**config.mk**
```make
export PLATFORM = sky130hd
export DESIGN_NAME = oam_dma
export DESIGN_NICKNAME = d
export VERILOG_FILES = /design/src/rtl/oam_dma.sv
export SDC_FILE = /design/constraint.sdc
export NUM_CORES = 1
export LEC_CHECK = 0
export CAP_MARGIN = 20
export CORE_ASPECT_RATIO = 2
export CORE_MARGIN = 4
export CORE_UTILIZATION = 39
export CTS_CLUSTER_SIZE = 40
export DETAILED_ROUTE_END_ITERATION = 10
export PLACE_DENSITY_LB_ADDON = 0.05
export SYNTH_ARGS = -nofsm -noshare
export SYNTH_HDL_FRONTEND = slang
export SYNTH_SLANG_ARGS = --single-unit
export TNS_END_PERCENT = 100
```
**constraint.sdc**
```tcl
create_clock -name clk -period 1.9 [get_ports clk]
set_input_delay 0.38 -clock clk [delete_from_list [all_inputs] [get_ports clk]]
set_output_delay 0.38 -clock clk [all_outputs]
set_load 0.02 [all_outputs]
```
**src/rtl/oam_dma.sv**
```systemverilog
// oam_dma: sprite-attribute DMA engine.
// A CPU write to REG_ADDR latches a source page and copies XFER_LEN bytes
// from {page, 8'h00} upward into OAM indices 0..XFER_LEN-1, spending one
// READ cycle and one WRITE cycle per byte.
// Optional feature: define OAM_DMA_LOCKOUT_EN to assert cpu_oam_block while
// a transfer runs and the CPU addresses the OAM window; otherwise it is 0.
module oam_dma #(
  parameter int unsigned       DATA_W   = 8,
  parameter int unsigned       ADDR_W   = 16,
  parameter int unsigned       XFER_LEN = 160,
  parameter logic [ADDR_W-1:0] REG_ADDR = 16'hFF46,
  parameter logic [ADDR_W-1:0] OAM_BASE = 16'hFE00
) (
  input  logic              clk,
  input  logic              reset_n,
  input  logic [ADDR_W-1:0] cpu_addr,
  input  logic [DATA_W-1:0] cpu_wdata,
  input  logic              cpu_we,
  input  logic              cpu_re,
  output logic [DATA_W-1:0] cpu_rdata,
  output logic [ADDR_W-1:0] src_addr,
  output logic              src_re,
  input  logic [DATA_W-1:0] src_rdata,
  output logic [7:0]        oam_addr,
  output logic [DATA_W-1:0] oam_wdata,
  output logic              oam_we,
  output logic              busy,
  output logic              cpu_oam_block
);

  typedef enum logic [1:0] {
    S_IDLE  = 2'd0,
    S_READ  = 2'd1,
    S_WRITE = 2'd2
  } state_t;

  localparam logic [7:0]  LAST_IDX = 8'(XFER_LEN - 1);
  localparam int unsigned OAM_END  = 32'(OAM_BASE) + XFER_LEN;

`ifdef OAM_DMA_LOCKOUT_EN
  localparam bit LOCKOUT_EN = 1'b1;
`else
  localparam bit LOCKOUT_EN = 1'b0;
`endif

  state_t            state;
  logic [7:0]        idx;
  logic [DATA_W-1:0] src_page;
  logic              wr_q;
  logic              trigger;
  logic              last;
  logic              in_oam_win;

  assign trigger = cpu_we && (cpu_addr == REG_ADDR);
  assign last    = (idx == LAST_IDX);

  // Source address is page base plus index, wrapping within ADDR_W bits.
  assign src_addr = ADDR_W'({src_page, 8'h00}) + ADDR_W'(idx);
  assign oam_addr = idx;

  // NOTE: the write strobe is gated combinationally by a same-cycle trigger,
  // because a restart must cancel the byte being written in this very cycle;
  // a registered strobe would already be committed.
  assign oam_we    = wr_q && !trigger;
  assign oam_wdata = wr_q ? src_rdata : '0;

  // Transfer FSM: state, index, latched page and registered strobes.
  // NOTE: every register here is updated with non-blocking assignments so all
  // of them see the pre-edge values of each other, as real flops do.
  always_ff @(posedge clk or negedge reset_n) begin
    if (!reset_n) begin
      state    <= S_IDLE;
      idx      <= '0;
      src_page <= '0;
      src_re   <= 1'b0;
      wr_q     <= 1'b0;
      busy     <= 1'b0;
    end else if (trigger) begin
      state    <= S_READ;
      idx      <= '0;
      src_page <= cpu_wdata;
      src_re   <= 1'b1;
      wr_q     <= 1'b0;
      busy     <= 1'b1;
    end else begin
      case (state)
        S_READ: begin
          state  <= S_WRITE;
          src_re <= 1'b0;
          wr_q   <= 1'b1;
          busy   <= 1'b1;
        end
        S_WRITE: begin
          state  <= last ? S_IDLE : S_READ;
          idx    <= idx + 8'd1;
          src_re <= !last;
          wr_q   <= 1'b0;
          busy   <= !last;
        end
        default: begin
          state  <= S_IDLE;
          src_re <= 1'b0;
          wr_q   <= 1'b0;
          busy   <= 1'b0;
        end
      endcase
    end
  end

  // Register readback: returns the latched page one cycle after the read.
  always_ff @(posedge clk or negedge reset_n) begin
    if (!reset_n) begin
      cpu_rdata <= '0;
    end else if (cpu_re && (cpu_addr == REG_ADDR)) begin
      cpu_rdata <= src_page;
    end
  end

  // OAM window decode used for the optional CPU lockout.
  assign in_oam_win    = (cpu_addr >= OAM_BASE) && (32'(cpu_addr) < OAM_END);
  assign cpu_oam_block = LOCKOUT_EN && busy && in_oam_win;

endmodule

```
==> results_dict.tcl, run 1 <==
set metrics [dict create \
    synth_compound_area_share_pct 0.934 \
    power.total_uw 1450 \
    num_rows 31 \
    path_class "primary input to primary output" \
    wl_per_cell_um 14.2 \
    required_ps 1520 \
    hpwl_mm 2.80 \
    cts_tree "yes" \
    synthCells 116 \
    grt-ovfl-total 0 \
    max_freq_ghz 0.552 \
    timing.rr.start "oam_addr[1]$_DFFE_PN0P_" \
    antennaDiodeCount 0 \
    p_leak_uw 0.00108 \
    ant_nets 0 \
    synth_area_leader_cell "dfrtp_1" \
    rr_worst_depth 6 \
    post-place-ws_ps -592 \
    io_pins 80 \
    synth_top_family_by_area "simple AND/OR/NAND/NOR gates" \
    whs_ps 484 \
    htree_levels 2 \
    synth-adder-area-share_pct 3.40 \
    yosys_most_used_dff "dfrtp_1" \
    track_usage_pct 15.9 \
    reg2reg_slack_ps 310 \
    yosys_register_bits 29 \
    critPathMaxStageDelay_ps 280 \
    startpoint_type "primary input" \
    async_flop_share_pct 100 \
    synth_cell_types 25 \
    syn_nets 156 \
    postCtsHoldBufs 0 \
    synth_mux_area_share_pct 14.9 \
    die-area_um2 4890 \
    netlist_top_cells_area "dfrtp_1, mux2_4, mux2_2" \
    ys_seq_area_share_pct 49.2 \
    synth-simple-area-share_pct 18.5 \
    cts_sinks 29 \
    yosys-top-cells-count "dfrtp_1, nor2_1, and2_1" \
    switching_share_pct 27.1 \
    crit_path_end_kind "primary output" \
    totalWireLength_mm 3.48 \
    postCtsSetupBuffers 0 \
    finalHoldViolCount 0 \
    p_per_area_nw_per_um2 626 \
    die_w_um 51.5 \
    min_period_ps 1810 \
    p_seq_share_pct 46.5 \
    setup_ws_ps 89.7 \
    ir_drop_mv 0.590 \
    finalSetupTns_ps 0 \
    p_int_uw 1050 \
    pwr-share-clk_pct 32.7 \
    cp-endpoint "oam_we" \
    initial_core_util_pct 40.4 \
    avgSynthCellArea_um2 12.7 \
    synth_most_common_cell "dfrtp_1" \
    gr-usage-met2_pct 29.9 \
    num_vias 1116 \
    drt_iter0_drc 3 \
    cp_data_arrival_time_ps 1430 \
    slowest_stage "nor4_4" \
    grt_pass1_vias 1228 \
    synth_area_um2 1470 \
    setup_viol 0 \
    layout-drive-gt1-share_pct 18.4 \
    drv_slew 0 \
    rsz0062_at_grt "false" \
    worstPathMaxFanout 2 \
    antenna_found_initial 0 \
    r2r_end "busy$_DFF_PN0_" \
    dieHeight_um 94.9 \
    hold_path.class "primary input to async pin" \
    port_buffers 78 \
    synth_xor_area_share_pct 4.16 \
    clockRootBuffer "clkbuf_8" \
    p_comb_share_pct 20.8 \
    clkLatencyLatePin_ps 270 \
    drv_cap 0 \
    via_per_inst 4.56 \
    grt_max_degree 30 \
    drc 0 \
    cts.path.max_buffers 2 \
    synth_edf_count 0 \
    grt_pass1_wl_mm 5.74 \
    status "finished clean" \
    fin_util_pct 63.3 \
    dr.pass1.iters 4 \
    clkTransAtPathRegs_ps 60 \
    post-route-period-util_pct 95.3 \
    place_congestion 0.721 \
    p_sw_uw 392 \
    yosysWarnings 0 \
    cp_cell_sequence "clkdlybuf4s15_1, nand4bb_4, nor4_4, nand2_1, and2_4, buf_6" \
    gr-max-usage-layer "met2" \
    cts_made_buffers 5 \
    gr-usage-met1_pct 15.3 \
    use_met3_pct 4.58 \
    fin_nets 235 \
    area_growth_pct 56.7 \
    synth_top_area_share_pct 49.2 \
    startpoint "cpu_addr[5]" \
    coreArea_um2 3650 \
    skew_ps 3.92 \
]
==> critical path: cells and delay by family <==
family	cells	cell delay, ps
buffers and inverters	2	280
AND/OR/NAND/NOR	4	760
==> power by group through the flow <==
stage / Sequential, uW / Combinational, uW / Clock (uW)
after floorplan: 699 / 137 / 0
after CTS: 673 / 306 / 485
after global routing: 679 / 323 / 518
after global placement: 682 / 315 / 0
final: 672 / 301 / 472
after detailed placement: 684 / 323 / 0
==> registers in the layout, indices dropped and copies added (netlist names) <==
register   cells
src_re         1
cpu_rdata      8
busy           1
src_page       8
state          2
wr_q           1
oam_addr       8
==> metal layers <==
| metal | up-vias | routed length, um |
|---|---|---|
| met5 | - | 0 |
| met4 | 0 | 50 |
| met2 | 37 | 2090 |
| li1 | 535 | - |
| met1 | 538 | 1130 |
| met3 | 6 | 208 |
==> how the worst min path moves through the flow <==
stage	to	slack, ps
3_3_place_gp	cpu_rdata[7]$_DFFE_PN0P_	490
4_1_cts	state[1]$_DFF_PN0_	500
5_1_grt	oam_addr[4]$_DFFE_PN0P_	520
2_1_floorplan	busy$_DFF_PN0_	80
6_report	oam_addr[3]$_DFFE_PN0P_	480
3_5_place_dp	cpu_rdata[7]$_DFFE_PN0P_	500
==> repair_timing <==
item                                    in CTS  in global routing
gates resized for setup                     31                  3
pin swaps                                    6                  3
endpoints found under the setup margin       9                  1
gates cloned                                 0                  0
==> cell families (layout without fill, tap and decap cells) <==
group,after synthesis,count (layout)
fa+ha+maj,4,4
xor+xnor,7,7
buf+inv,16,96
compound gates,2,2
simple gates,40,40
mux,17,17
other cells,1,1
flops,29,29
==> cell usage in the layout (no fill, tap or decap), types with 3 or more instances in the layout <==
cell / synthesis / routed
clkbuf_8: 0 / 5
dlygate4sd2_1: 0 / 21
buf_4: 9 / 6
nand2_1: 5 / 5
and2_1: 10 / 9
clkdlybuf4s50_1: 0 / 53
clkdlybuf4s15_1: 0 / 3
nand4_1: 6 / 6
dfrtp_1: 29 / 29
xnor2_1: 3 / 3
nor2_1: 11 / 11
xor2_1: 4 / 4
inv_1: 4 / 4
ha_1: 4 / 4
mux2_4: 8 / 8
mux2_2: 8 / 8
==> through the flow <==
| stage | cells | cell area [um^2] |
|---|---|---|
| 3_5_place_dp | 237 | 2250 |
| 4_1_cts | 245 | 2310 |
| 3_3_place_gp | 237 | 2250 |
| 2_1_floorplan | 116 | 1470 |
| 6_report | 245 | 2310 |
| 5_1_grt | 245 | 2310 |
==> layout make-up <==
| cell class | instances | area, um^2 |
|---|---|---|
| well taps | 49 | 61.3 |
| inverters | 4 | 15.0 |
| flip-flops and latches | 29 | 726 |
| clock buffers | 6 | 72.6 |
| fillers | 341 | 1340 |
| clock inverters | 2 | 10.0 |
| multi-input cells | 71 | 624 |
| repair buffers | 84 | 801 |
(Power assumes the default switching activity.)
==> run 2, diff against run 1 <==
--- a/config.mk
+++ b/config.mk
@@ -7,3 +7,2 @@
 export LEC_CHECK = 0
-export CAP_MARGIN = 20
 export CORE_ASPECT_RATIO = 2
==> constraint.sdc (replaced) <==
create_clock -name clk -period 1.69 [get_ports clk]
set_input_delay 0.507 -clock clk [delete_from_list [all_inputs] [get_ports clk]]
set_output_delay 0.507 -clock clk [all_outputs]
set_load 0.02 [all_outputs]
==> run 2 against run 1 <==
The run now ends with negative setup slack left. Setup slack worse by 380 ps. Clock power grew 32%. Cell count increased by 1.6%. Non-clock buffer count grew 3. Combinational power grew 23%. Highest routed layer unchanged.
==> results_dict.tcl, run 2 (synthesis gave the netlist of run 1 again) <==
set metrics [dict create \
    status "finished, violations left" \
    violations "negative setup slack" \
    cp_data_arrival_time_ps 1480 \
    fillerInstances 331 \
    path_class "primary input to primary output" \
    num_vias 1159 \
    timing.rr.start "oam_addr[1]$_DFFE_PN0P_" \
    clkTransAtPathRegs_ps 60 \
    startpoint_type "primary input" \
    cp-endpoint "oam_we" \
    slowest_stage "nor4_4" \
    p_leak_uw 0.00121 \
    post-route-period-util_pct 117 \
    antennaDiodeCount 0 \
    max_freq_ghz 0.504 \
    cts_sinks 29 \
    critical-path-top-delay-family "simple AND/OR/NAND/NOR gates" \
    reg2reg_slack_ps 150 \
    dr.pass1.iters 3 \
    finalHoldViolCount 0 \
    startpoint "cpu_addr[5]" \
    required_ps 1180 \
    wl_per_cell_um 14.9 \
    crit_buf_inv 2 \
    drt_iter0_drc 17 \
    skew_ps 3.75 \
    ant_nets 0 \
    drv_slew 0 \
    dieHeight_um 94.9 \
    die_w_um 51.5 \
    placed_cell_area_um2 2270 \
    coreArea_um2 3650 \
    ir_drop_mv 0.689 \
    drc 0 \
    multiInputGateArea_um2 641 \
    num_rows 31 \
    totalWireLength_mm 3.71 \
    final_area_um2 2320 \
    worstPathMaxFanout 2 \
    power.total_uw 1730 \
    initial_core_util_pct 40.4 \
    port_buffers 78 \
    postCtsHoldBufs 0 \
    fin_nets 239 \
    cts_tree "yes" \
    via_per_inst 4.65 \
    area_growth_pct 57.6 \
    critPathMaxStageDelay_ps 300 \
    hold_path.class "flip-flop to flip-flop" \
    p_per_area_nw_per_um2 744 \
    htree_levels 2 \
    grt_pass1_vias 1260 \
    cts.path.max_buffers 2 \
    grt-ovfl-total 0 \
    drv_cap 0 \
    clockRootBuffer "clkbuf_8" \
    whs_ps 503 \
    cts_made_buffers 5 \
    post-place-ws_ps -1030 \
    cp_cell_sequence "buf_6, nand4bb_4, nor4_4, nand2_1, and2_4, buf_6" \
    rsz0062_at_grt "true" \
    io_pins 80 \
    grt_max_degree 30 \
    place_congestion 0.762 \
    setup_viol 8 \
    die-area_um2 4890 \
    layout-drive-gt1-share_pct 32.0 \
    r2r_end "busy$_DFF_PN0_" \
    hpwl_mm 2.88 \
    setup_ws_ps -292 \
    min_period_ps 1980 \
    crit_top_cell "buf_6" \
    rr_worst_depth 6 \
    mostFrequentLayoutCells "dlygate4sd2_1, dfrtp_1, clkdlybuf4s50_1" \
    crit_path_end_kind "primary output" \
    finalSetupTns_ps -544 \
    cp.depth 6 \
    clkLatencyLatePin_ps 280 \
    final_common_cell "dlygate4sd2_1" \
    antenna_found_initial 0 \
    track_usage_pct 16.3 \
    grt_pass1_wl_mm 5.87 \
    regArea_um2 727 \
]
[run 2: cell types whose count changed in the layout (fill, tap and decap cells not counted), moves of 4 or more]
cell	previous run	this run
buf_6	1	12
dlygate4sd2_1	21	37
clkdlybuf4s50_1	53	18
clkbuf_2	0	4
buf_2	0	5
[run 2: final cells by class]
cell class,count,share of cell area (%)
clock buffer,7,4.15
multi-input combinational,72,27.6
sequential,29,31.3
clock inverter,1,0.216
inverter,4,0.647
tap,49,2.64
timing repair buffer,87,33.5
[run 2: routing by layer]
metal | routed length (um) | global-route usage, %
met1 | 1200 | 16.7
met2 | 2220 | 29.1
met3 | 212 | 4.90
met4 | 82 | 7.88
met5 | 0 | 0
[run 2: worst min-delay path by stage]
stage / to / from / slack (ps) / cells after the start
after floorplan: busy$_DFF_PN0_ / reset_n / 210 / 0
after global placement: cpu_rdata[3]$_DFFE_PN0P_ / cpu_rdata[3]$_DFFE_PN0P_ / 490 / 1
after detailed placement: cpu_rdata[2]$_DFFE_PN0P_ / cpu_rdata[2]$_DFFE_PN0P_ / 500 / 1
after CTS: cpu_rdata[3]$_DFFE_PN0P_ / cpu_rdata[3]$_DFFE_PN0P_ / 510 / 1
after global routing: cpu_rdata[3]$_DFFE_PN0P_ / cpu_rdata[3]$_DFFE_PN0P_ / 530 / 1
final: cpu_rdata[3]$_DFFE_PN0P_ / cpu_rdata[3]$_DFFE_PN0P_ / 500 / 1
[run 2: metrics by stage]
stage	cells	util (%)
final	249	63.7
after global routing	249	63.7
after CTS	249	63.7
after detailed placement	240	62.4
after global placement	240	62.4
after floorplan	116	-
[run 2: repair_timing]
item / in CTS / in global routing
gates resized for setup: 125 / 15
setup buffers: 1 / 1
gates cloned: 1 / 0
setup endpoints to repair: 69 / 17
pin swaps: 6 / 5
[run 2: power by group]
part	switching, uW	leakage, uW	total, uW	internal, uW
combinational	188	0.000785	371	183
sequential	15.7	0.000373	733	717
clock	257	0.0000542	624	367
==> run 3, diff against run 2 <==
CELL_PAD_IN_SITES_DETAIL_PLACEMENT = 0   (was unset)
CELL_PAD_IN_SITES_GLOBAL_PLACEMENT = 1   (was unset)
CORE_UTILIZATION = 29   (was 39)
RECOVER_POWER = 100   (was unset)
SKIP_LAST_GASP = 1   (was unset)
==> run 3 against run 2 <==
The flow still finishes with violations (negative setup slack). Clock skew fell by 1.9 ps. First-iteration DRC count rose by 12%. Die area rose by 30%. Via count fell by 1.7%. Power rose by 0.18%. Routed wire length rose by 4.8%. Critical path type unchanged.
==> results_dict.tcl, run 3 (synthesis gave the netlist of run 1 again) <==
set metrics [dict create \
    grt-ovfl-total 0 \
    num_vias 1139 \
    reg2reg_slack_ps 120 \
    finalHoldViolCount 0 \
    finalSetupTns_ps -463 \
    slowest_stage "nor4_4" \
    dr.pass1.iters 2 \
    coreArea_um2 4910 \
    wl_per_cell_um 15.0 \
    htree_levels 2 \
    startpoint "cpu_addr[3]" \
    crit_path_end_kind "primary output" \
    slew_headroom_pct 50.4 \
    fin_util_pct 47.5 \
    initial_core_util_pct 30.0 \
    postCtsHoldBufs 0 \
    tightest_slew_ps 744 \
    drt_iter0_drc 19 \
    drc 0 \
    violations "negative setup slack" \
    required_ps 1180 \
    cp_cell_sequence "clkbuf_2, nand4b_1, nor4_4, nand2_2, and2_4, buf_6" \
    num_rows 36 \
    status "finished, violations left" \
    dieHeight_um 109 \
    power.total_uw 1730 \
    grt_max_degree 30 \
    die-area_um2 6360 \
    min_period_ps 2050 \
    area_growth_pct 58.1 \
    clockRootBuffer "clkbuf_8" \
    fillerInstances 490 \
    cp-endpoint "oam_we" \
    whs_ps 503 \
    cp_data_arrival_time_ps 1540 \
    critical-path-top-delay-family "simple AND/OR/NAND/NOR gates" \
    mostFrequentLayoutCells "dlygate4sd2_1, dfrtp_1, clkdlybuf4s50_1" \
    skew_ps 1.80 \
    drv_slew 0 \
    p_leak_uw 0.00123 \
    rr_worst_depth 5 \
    setup_ws_ps -356 \
    ant_nets 0 \
    startpoint_type "primary input" \
    clkTransAtPathRegs_ps 60 \
    timing.rr.start "oam_addr[0]$_DFFE_PN0P_" \
    hpwl_mm 3.13 \
    rsz0062_at_grt "true" \
    setup_viol 8 \
    via_per_inst 4.40 \
    worstPathMaxFanout 2 \
    p_per_area_nw_per_um2 743 \
    cp.depth 6 \
    multiInputGateArea_um2 643 \
    cts_tree "yes" \
    regArea_um2 726 \
    antennaDiodeCount 0 \
    layout-drive-gt1-share_pct 31.7 \
    place_congestion 0.658 \
    hold_path.class "flip-flop to flip-flop" \
    clkLatencyLatePin_ps 280 \
    critPathMaxStageDelay_ps 360 \
    post-route-period-util_pct 121 \
    io_pins 80 \
    totalWireLength_mm 3.89 \
    fin_nets 241 \
    antenna_found_initial 0 \
    crit_buf_inv 2 \
    cts.path.max_buffers 2 \
    drv_cap 0 \
    path_class "primary input to primary output" \
    max_freq_ghz 0.489 \
    ir_drop_mv 0.556 \
    port_buffers 78 \
    grt_pass1_wl_mm 6.00 \
    grt_pass1_vias 1241 \
    r2r_end "busy$_DFF_PN0_" \
    track_usage_pct 12.8 \
    cts_made_buffers 5 \
    die_w_um 58.4 \
    final_common_cell "dlygate4sd2_1" \
    cts_sinks 29 \
    worstHoldStart "cpu_rdata[3]$_DFFE_PN0P_" \
]
[run 3: cell types whose count changed in the layout (fill, tap and decap cells not counted), moves of 2 or more]
| cell | previous run | this run |
|---|---|---|
| clkdlybuf4s50_1 | 18 | 12 |
| buf_4 | 8 | 10 |
| buf_6 | 12 | 10 |
| dlygate4sd2_1 | 37 | 44 |
[run 3: per-stage QoR]
stage | cells | cell area (um^2) | setup slack (ps)
after floorplan | 116 | 1480 | -146
after global placement | 249 | 2300 | -1170
after detailed placement | 249 | 2300 | -1180
after CTS | 259 | 2360 | -396
after global routing | 259 | 2330 | -422
final | 259 | 2330 | -356
[run 3: how the worst min path moves through the flow]
stage / to / slack (ps) / cells past startpoint
after global routing: cpu_rdata[5]$_DFFE_PN0P_ / 520 / 1
after CTS: cpu_rdata[5]$_DFFE_PN0P_ / 510 / 1
after detailed placement: cpu_rdata[5]$_DFFE_PN0P_ / 500 / 1
after floorplan: busy$_DFF_PN0_ / 210 / 0
final: cpu_rdata[3]$_DFFE_PN0P_ / 500 / 1
after global placement: cpu_rdata[2]$_DFFE_PN0P_ / 490 / 1
[run 3: final cells by class]
class | count | share of cell area (%)
Timing Repair Buffer | 89 | 33.2
Sequential cell | 29 | 31.1
Multi-Input combinational cell | 72 | 27.6
Clock buffer | 7 | 4.13
Tap cell | 57 | 3.06
Inverter | 4 | 0.644
Clock inverter | 1 | 0.215
[run 3: layer usage]
layer | wire (um) | GRT usage [%] | vias up
li1 | - | - | 547
met1 | 1170 | 11.6 | 546
met2 | 2410 | 24.7 | 38
met3 | 196 | 3.20 | 8
met4 | 110 | 6.63 | 0
met5 | 0 | 0 | -
[run 3: power by group]
part	leakage, uW	switching, uW	total [uW]	internal [uW]
combinational	0.000805	187	366	179
sequential	0.000374	16.9	734	717
clock	0.0000542	264	631	367
[run 3: repair_timing]
action / in CTS / in global routing
pin swaps: 7 / 5
setup endpoints to repair: 69 / 19
setup buffers: 1 / 0
gates resized for setup: 132 / 8
cloned: 1 / 0
